==> src/rtl/rename_pkg.sv <==
// Shared sizes and types for the register alias table and its checkpoint bank.
package rename_pkg;
   localparam int NUM_ARCH = 32;
   localparam int NUM_PHYS = 128;
   localparam int NUM_CKPT = 8;
   localparam int AREG_W   = 5;
   localparam int PTAG_W   = 7;
   localparam int CKPT_W   = 3;
   localparam int MAP_W    = NUM_ARCH * PTAG_W;

   typedef logic [AREG_W-1:0] areg_t;
   typedef logic [PTAG_W-1:0] ptag_t;
   typedef logic [CKPT_W-1:0] ckpt_id_t;

   // The whole map travels as one flat vector; entry a sits at bits [a*PTAG_W +: PTAG_W].
   function automatic ptag_t map_rd(input logic [MAP_W-1:0] m, input areg_t a);
      return m[a*PTAG_W +: PTAG_W];
   endfunction
endpackage

==> src/rtl/rat_ckpt_bank.sv <==
// Branch checkpoint storage: NUM_CKPT full copies of the rename map,
// one whole-map write port and one whole-map read port.
import rename_pkg::*;

module rat_ckpt_bank (
   input  logic              clk,
   input  logic              wr_en,
   input  logic [CKPT_W-1:0] wr_id,
   input  logic [MAP_W-1:0]  wr_map,
   input  logic [CKPT_W-1:0] rd_id,
   output logic [MAP_W-1:0]  rd_map
);
   logic [MAP_W-1:0] mem [NUM_CKPT];

   always_ff @(posedge clk) begin
      if (wr_en) mem[wr_id] <= wr_map;
   end

   assign rd_map = mem[rd_id];
endmodule

==> src/rtl/rat_rename.sv <==
// Register alias table: renames one instruction per cycle with branch checkpoints.
// Define RAT_ZERO_REG_EN to hardwire architectural register 0 to physical tag 0.
import rename_pkg::*;

module rat_rename (
   input  logic              clk,
   input  logic              reset,
   input  logic              in_valid,
   output logic              in_ready,
   input  logic [AREG_W-1:0] in_rs1,
   input  logic [AREG_W-1:0] in_rs2,
   input  logic [AREG_W-1:0] in_rd,
   input  logic              in_rd_we,
   input  logic              in_branch,
   input  logic              free_valid,
   input  logic [PTAG_W-1:0] free_tag,
   output logic              free_pop,
   output logic              out_valid,
   input  logic              out_ready,
   output logic [PTAG_W-1:0] out_ps1,
   output logic [PTAG_W-1:0] out_ps2,
   output logic [PTAG_W-1:0] out_pd,
   output logic [PTAG_W-1:0] out_old_pd,
   output logic              out_pd_we,
   output logic              out_ckpt_valid,
   output logic [CKPT_W-1:0] out_ckpt_id,
   input  logic              restore,
   input  logic [CKPT_W-1:0] restore_id,
   input  logic              ckpt_release,
   output logic              ckpt_full
);
   logic [MAP_W-1:0] map_q, map_upd, ckpt_map;
   ckpt_id_t         head_q, tail_q;
   logic [CKPT_W:0]  count_q, count_next;
   logic             need_pd, accept, take_ckpt, rel_ok;
   ptag_t            ps1, ps2;

   always_comb begin
`ifdef RAT_ZERO_REG_EN
      need_pd = in_rd_we && (in_rd != '0);
      ps1     = (in_rs1 == '0) ? '0 : map_rd(map_q, in_rs1);
      ps2     = (in_rs2 == '0) ? '0 : map_rd(map_q, in_rs2);
`else
      need_pd = in_rd_we;
      ps1     = map_rd(map_q, in_rs1);
      ps2     = map_rd(map_q, in_rs2);
`endif
   end

   assign in_ready  = (!out_valid || out_ready) && !restore && (!need_pd || free_valid)
                      && (!in_branch || !ckpt_full);
   assign accept    = in_valid && in_ready;
   assign free_pop  = accept && need_pd;
   assign take_ckpt = accept && in_branch;

   // The checkpoint image already contains the branch's own destination update.
   always_comb begin
      map_upd = map_q;
      if (need_pd) map_upd[in_rd*PTAG_W +: PTAG_W] = free_tag;
   end

   // A restore keeps every checkpoint from head up to restore_id, so it always leaves at least one.
   assign rel_ok = ckpt_release && (restore || count_q != '0);

   always_comb begin
      count_next = count_q;
      if (restore)        count_next = {1'b0, ckpt_id_t'(restore_id - head_q)} + 1'b1;
      else if (take_ckpt) count_next = count_q + 1'b1;
      if (rel_ok)         count_next = count_next - 1'b1;
   end

   rat_ckpt_bank u_bank (
      .clk    (clk),
      .wr_en  (take_ckpt),
      .wr_id  (tail_q),
      .wr_map (map_upd),
      .rd_id  (restore_id),
      .rd_map (ckpt_map)
   );

   always_ff @(posedge clk) begin
      if (reset) begin
         for (int i = 0; i < NUM_ARCH; i++) map_q[i*PTAG_W +: PTAG_W] <= ptag_t'(i);
         head_q         <= '0;
         tail_q         <= '0;
         count_q        <= '0;
         ckpt_full      <= 1'b0;
         out_valid      <= 1'b0;
         out_ps1        <= '0;
         out_ps2        <= '0;
         out_pd         <= '0;
         out_old_pd     <= '0;
         out_pd_we      <= 1'b0;
         out_ckpt_valid <= 1'b0;
         out_ckpt_id    <= '0;
      end else begin
         if (restore)     map_q <= ckpt_map;
         else if (accept) map_q <= map_upd;

         if (restore)        tail_q <= restore_id + 1'b1;
         else if (take_ckpt) tail_q <= tail_q + 1'b1;
         if (rel_ok) head_q <= head_q + 1'b1;
         count_q   <= count_next;
         ckpt_full <= (count_next == (CKPT_W+1)'(NUM_CKPT));

         // A restore flushes the held result: it belongs to a younger instruction.
         if (restore)        out_valid <= 1'b0;
         else if (accept)    out_valid <= 1'b1;
         else if (out_ready) out_valid <= 1'b0;

         if (accept) begin
            out_ps1        <= ps1;
            out_ps2        <= ps2;
            out_pd         <= need_pd ? free_tag : '0;
            out_old_pd     <= map_rd(map_q, in_rd);
            out_pd_we      <= need_pd;
            out_ckpt_valid <= in_branch;
            out_ckpt_id    <= tail_q;
         end
      end
   end
endmodule

==> config.mk <==
export PLATFORM = sky130hd
export DESIGN_NAME = rat_rename
export DESIGN_NICKNAME = d
export VERILOG_FILES = /design/src/rtl/rename_pkg.sv /design/src/rtl/rat_ckpt_bank.sv /design/src/rtl/rat_rename.sv
export SDC_FILE = /design/constraint.sdc
export NUM_CORES = 2
export LEC_CHECK = 0
export ABC_CLOCK_PERIOD_IN_PS = 30200
export CORE_MARGIN = 5
export CORE_UTILIZATION = 59
export CTS_BUF_LIST = sky130_fd_sc_hd__clkbuf_8 sky130_fd_sc_hd__clkbuf_16
export DETAILED_ROUTE_END_ITERATION = 6
export PLACE_DENSITY_LB_ADDON = 0.08
export SYNTH_ARGS = -nofsm -noshare
export SYNTH_HDL_FRONTEND = slang
export SYNTH_HIERARCHICAL = 1
export SYNTH_SLANG_ARGS = --single-unit
==> constraint.sdc <==
create_clock -name clk -period 30.2 [get_ports clk]
set_input_delay 3.02 -clock clk [delete_from_list [all_inputs] [get_ports clk]]
set_output_delay 3.02 -clock clk [all_outputs]
set_load 0.05 [all_outputs]
==> results.json <==
{
  "required_ps": 27180,
  "skew_ps": 31.7,
  "drtIter0Drc": 5442,
  "post_drt_via_cell_ratio": 7.00,
  "ios": 71,
  "timing.critical_path.buf_inv": 4,
  "rsz0062_at_grt": "false",
  "synth_cell_types": 81,
  "hold_violations": 0,
  "min_period_ps": 8800,
  "drtAntennaViolNets": 0,
  "place_ws_ps": 21400,
  "relSlewSlack_pct": 13.4,
  "crit_path_cell_trace": "clkdlybuf4s50_1 > buf_4 > nand2b_1 > and4_4 > nand2_1 > inv_1 > clkdlybuf4s50_1",
  "dr.pass1.iters": 6,
  "cts_root_buf": "clkbuf_16",
  "core-area_sq_um": 146000,
  "syn_inst": 4623,
  "cts_max_path_buffers": 3,
  "pwr-share-comb_pct": 8.1,
  "initial_core_util_pct": 59.5,
  "cts_buffers": 203,
  "worstPathMaxFanout": 30,
  "fmax_ghz": 0.114,
  "max_cap_violations": 0,
  "yosysMostFrequentCell": "edfxtp_1",
  "irDropWorstVdd_uv": 60.0,
  "hold_path.class": "reg2reg",
  "grt_max_degree": 118,
  "r2r_slack_ps": 25100,
  "syn_avg_cell_area_sq_um": 18.8,
  "grt_pass1_vias": 46901,
  "finalWirelength_microns": 236000,
  "yosys_register_bits": 2061,
  "postCtsHoldBufs": 0,
  "start_kind": "input port",
  "drive_gt1_share_pct": 30.7,
  "die_h_microns": 394,
  "grt_overflow": 0,
  "p_leak_nw": 30.9,
  "cp_slowest_stage_delay_ps": 810,
  "port_buffers": 70,
  "p_int_mw": 4.75,
  "p_sw_mw": 1.44,
  "post-route-period-util_pct": 29.1,
  "synth_edf_count": 1792,
  "power_density_nw_per_um2": 64.6,
  "postCtsSetupBuffers": 0,
  "netlist_area_sq_um": 86800,
  "grt_pass1_wl_microns": 341000,
  "yosys_warnings": 6,
  "cp.arrival_ps": 5780,
  "via_count": 47398,
  "h-tree-depth": 4,
  "slowest_stage": "clkdlybuf4s50_1",
  "setup_viol": 0,
  "yosysSeqAreaShare_pct": 68.2,
  "cp_top_family": "buffers and inverters",
  "path_class": "in2out",
  "synth_area_leaders": "edfxtp_1 62%, mux4_2 16%, dfxtp_1 6.2%",
  "gp_congestion": 0.884,
  "yosysTopAreaCell": "edfxtp_1",
  "final_cells": 6772,
  "status": "completed",
  "sw_frac_of_total_pct": 23.3,
  "yosysTopAreaCellShare_pct": 62.0,
  "antenna_found_initial": 7,
  "tns_ps": 0,
  "crit_top_cell": "clkdlybuf4s50_1",
  "synthArstFlopShare_pct": 0,
  "drcViolationCount": 0,
  "dp.cells": 6382,
  "design.die.area_sq_um": 155000,
  "ctsResizeCount": 0,
  "tritoncts": "built",
  "seq_power_share_pct": 52.2,
  "end_kind": "output pin",
  "clk_latency_ps": 850,
  "clockPowerShare_pct": 39.7,
  "grt_use_total_pct": 30.4,
  "worstMarginPinSlew_ps": 1290,
  "cts.sinks": 2061,
  "num_rows": 140,
  "wl_per_cell_microns": 34.9,
  "worst_slack_ps": 21400,
  "maxSlewViolCount": 0,
  "yosys-top-cells-count": "1792 x edfxtp_1, 618 x mux4_2, 406 x mux2_2, 317 x nand2_1, 269 x dfxtp_1",
  "die_x_microns": 394,
  "fin_nets": 4715,
  "synth_flop_cell": "edfxtp_1",
  "clk_pin_slew_ps": 60,
  "dp_hpwl_microns": 134000,
  "area_growth_pct": 10.4,
  "syn_nets": 4668
}
final timing paths:
check | from | end | cells past startpoint
setup / recovery | in_rd_we | free_pop | 7
hold / removal | out_pd[1]$_SDFFE_PP0N_ | out_pd[1]$_SDFFE_PP0N_ | 2
setup reg to reg | ckpt_full$_SDFF_PP0_ | u_bank/mem[5][172]$_DFFE_PP_ | 8
hold reg to reg | out_pd[1]$_SDFFE_PP0N_ | out_pd[1]$_SDFFE_PP0N_ | 2
worst reg2reg max path: cells and delay by family, from the launching register on:
| kind | cells | cell delay (ps) |
|---|---|---|
| buffers and inverters | 3 | 2460 |
| and+or+nand+nor | 5 | 1920 |
| DFF | 1 | 330 |
cell usage in the layout (no fill, tap or decap), drive strengths merged, types with 19 or more instances in the layout:
cell type,netlist,routed
nand3,33,33
clkbuf,158,226
clkinv,2,79
buf,172,117
clkdlybuf4s50,0,55
inv,25,91
a32oi,19,19
a22oi,142,142
nor2,106,106
a221oi,51,51
dfxtp,269,269
mux4,618,618
edfxtp,1792,1792
a21o,29,29
mux2i,65,65
a221o,24,24
nand2,318,318
a21oi,118,118
mux2,408,408
o21ai,75,75
metal layers:
layer  share of wire, %  GRT usage, %
met4                3.5          9.99
met5             0.0038         0.647
met1                 39          44.2
met3                 11          7.78
met2                 46          46.0
cell families after synthesis:
| kind of cell | count (synthesis) | synth area share, % |
|---|---|---|
| buf+inv | 357 | 2.08 |
| flops | 2061 | 68.2 |
| mux | 1091 | 22.1 |
| fa+ha+maj | 11 | 0.167 |
| simple gates | 540 | 2.80 |
| xor+xnor | 14 | 0.157 |
| compound gates | 549 | 4.55 |
sequential cells by signal (all words and copies together), names as in the netlist:
signal / cells
ckpt_full: 1
count_q: 4
head_q: 3
map_q: 224
out_ckpt_id: 3
out_ckpt_valid: 1
out_old_pd: 7
out_pd: 7
out_pd_we: 1
out_ps1: 7
out_ps2: 7
out_valid: 1
tail_q: 3
u_bank/mem: 1792
metrics by stage:
| stage | util (%) | total power [mW] | hold slack [ps] | cell area (sq um) |
|---|---|---|---|---|
| 2_1_floorplan | - | 3.61 | 448 | 86800 |
| 3_3_place_gp | 61.2 | 3.77 | 442 | 89200 |
| 3_5_place_dp | 61.2 | 3.78 | 447 | 89200 |
| 4_1_cts | 65.7 | 6.21 | 456 | 95800 |
| 5_1_grt | 65.7 | 6.37 | 486 | 95800 |
| 6_report | 65.7 | 6.19 | 456 | 95800 |
layout make-up:
| type | count | area, sq um |
|---|---|---|
| tap | 1917 | 2400 |
| clock buffer | 226 | 5400 |
| timing repair buffer | 172 | 1570 |
| fill | 9706 | 50100 |
| clock inverter | 158 | 1180 |
| multi-input combinational | 2205 | 26000 |
| antenna | 6 | 15.0 |
| sequential | 2061 | 59200 |
| inverter | 27 | 101 |
power by group through the flow:
| stage | clock network, mW | logic, mW | registers, mW |
|---|---|---|---|
| 2_1_floorplan | 0 | 0.344 | 3.27 |
| 3_3_place_gp | 0 | 0.490 | 3.28 |
| 3_5_place_dp | 0 | 0.496 | 3.29 |
| 4_1_cts | 2.49 | 0.498 | 3.23 |
| 5_1_grt | 2.61 | 0.532 | 3.23 |
| 6_report | 2.46 | 0.503 | 3.23 |
(Power assumes the default switching activity.)
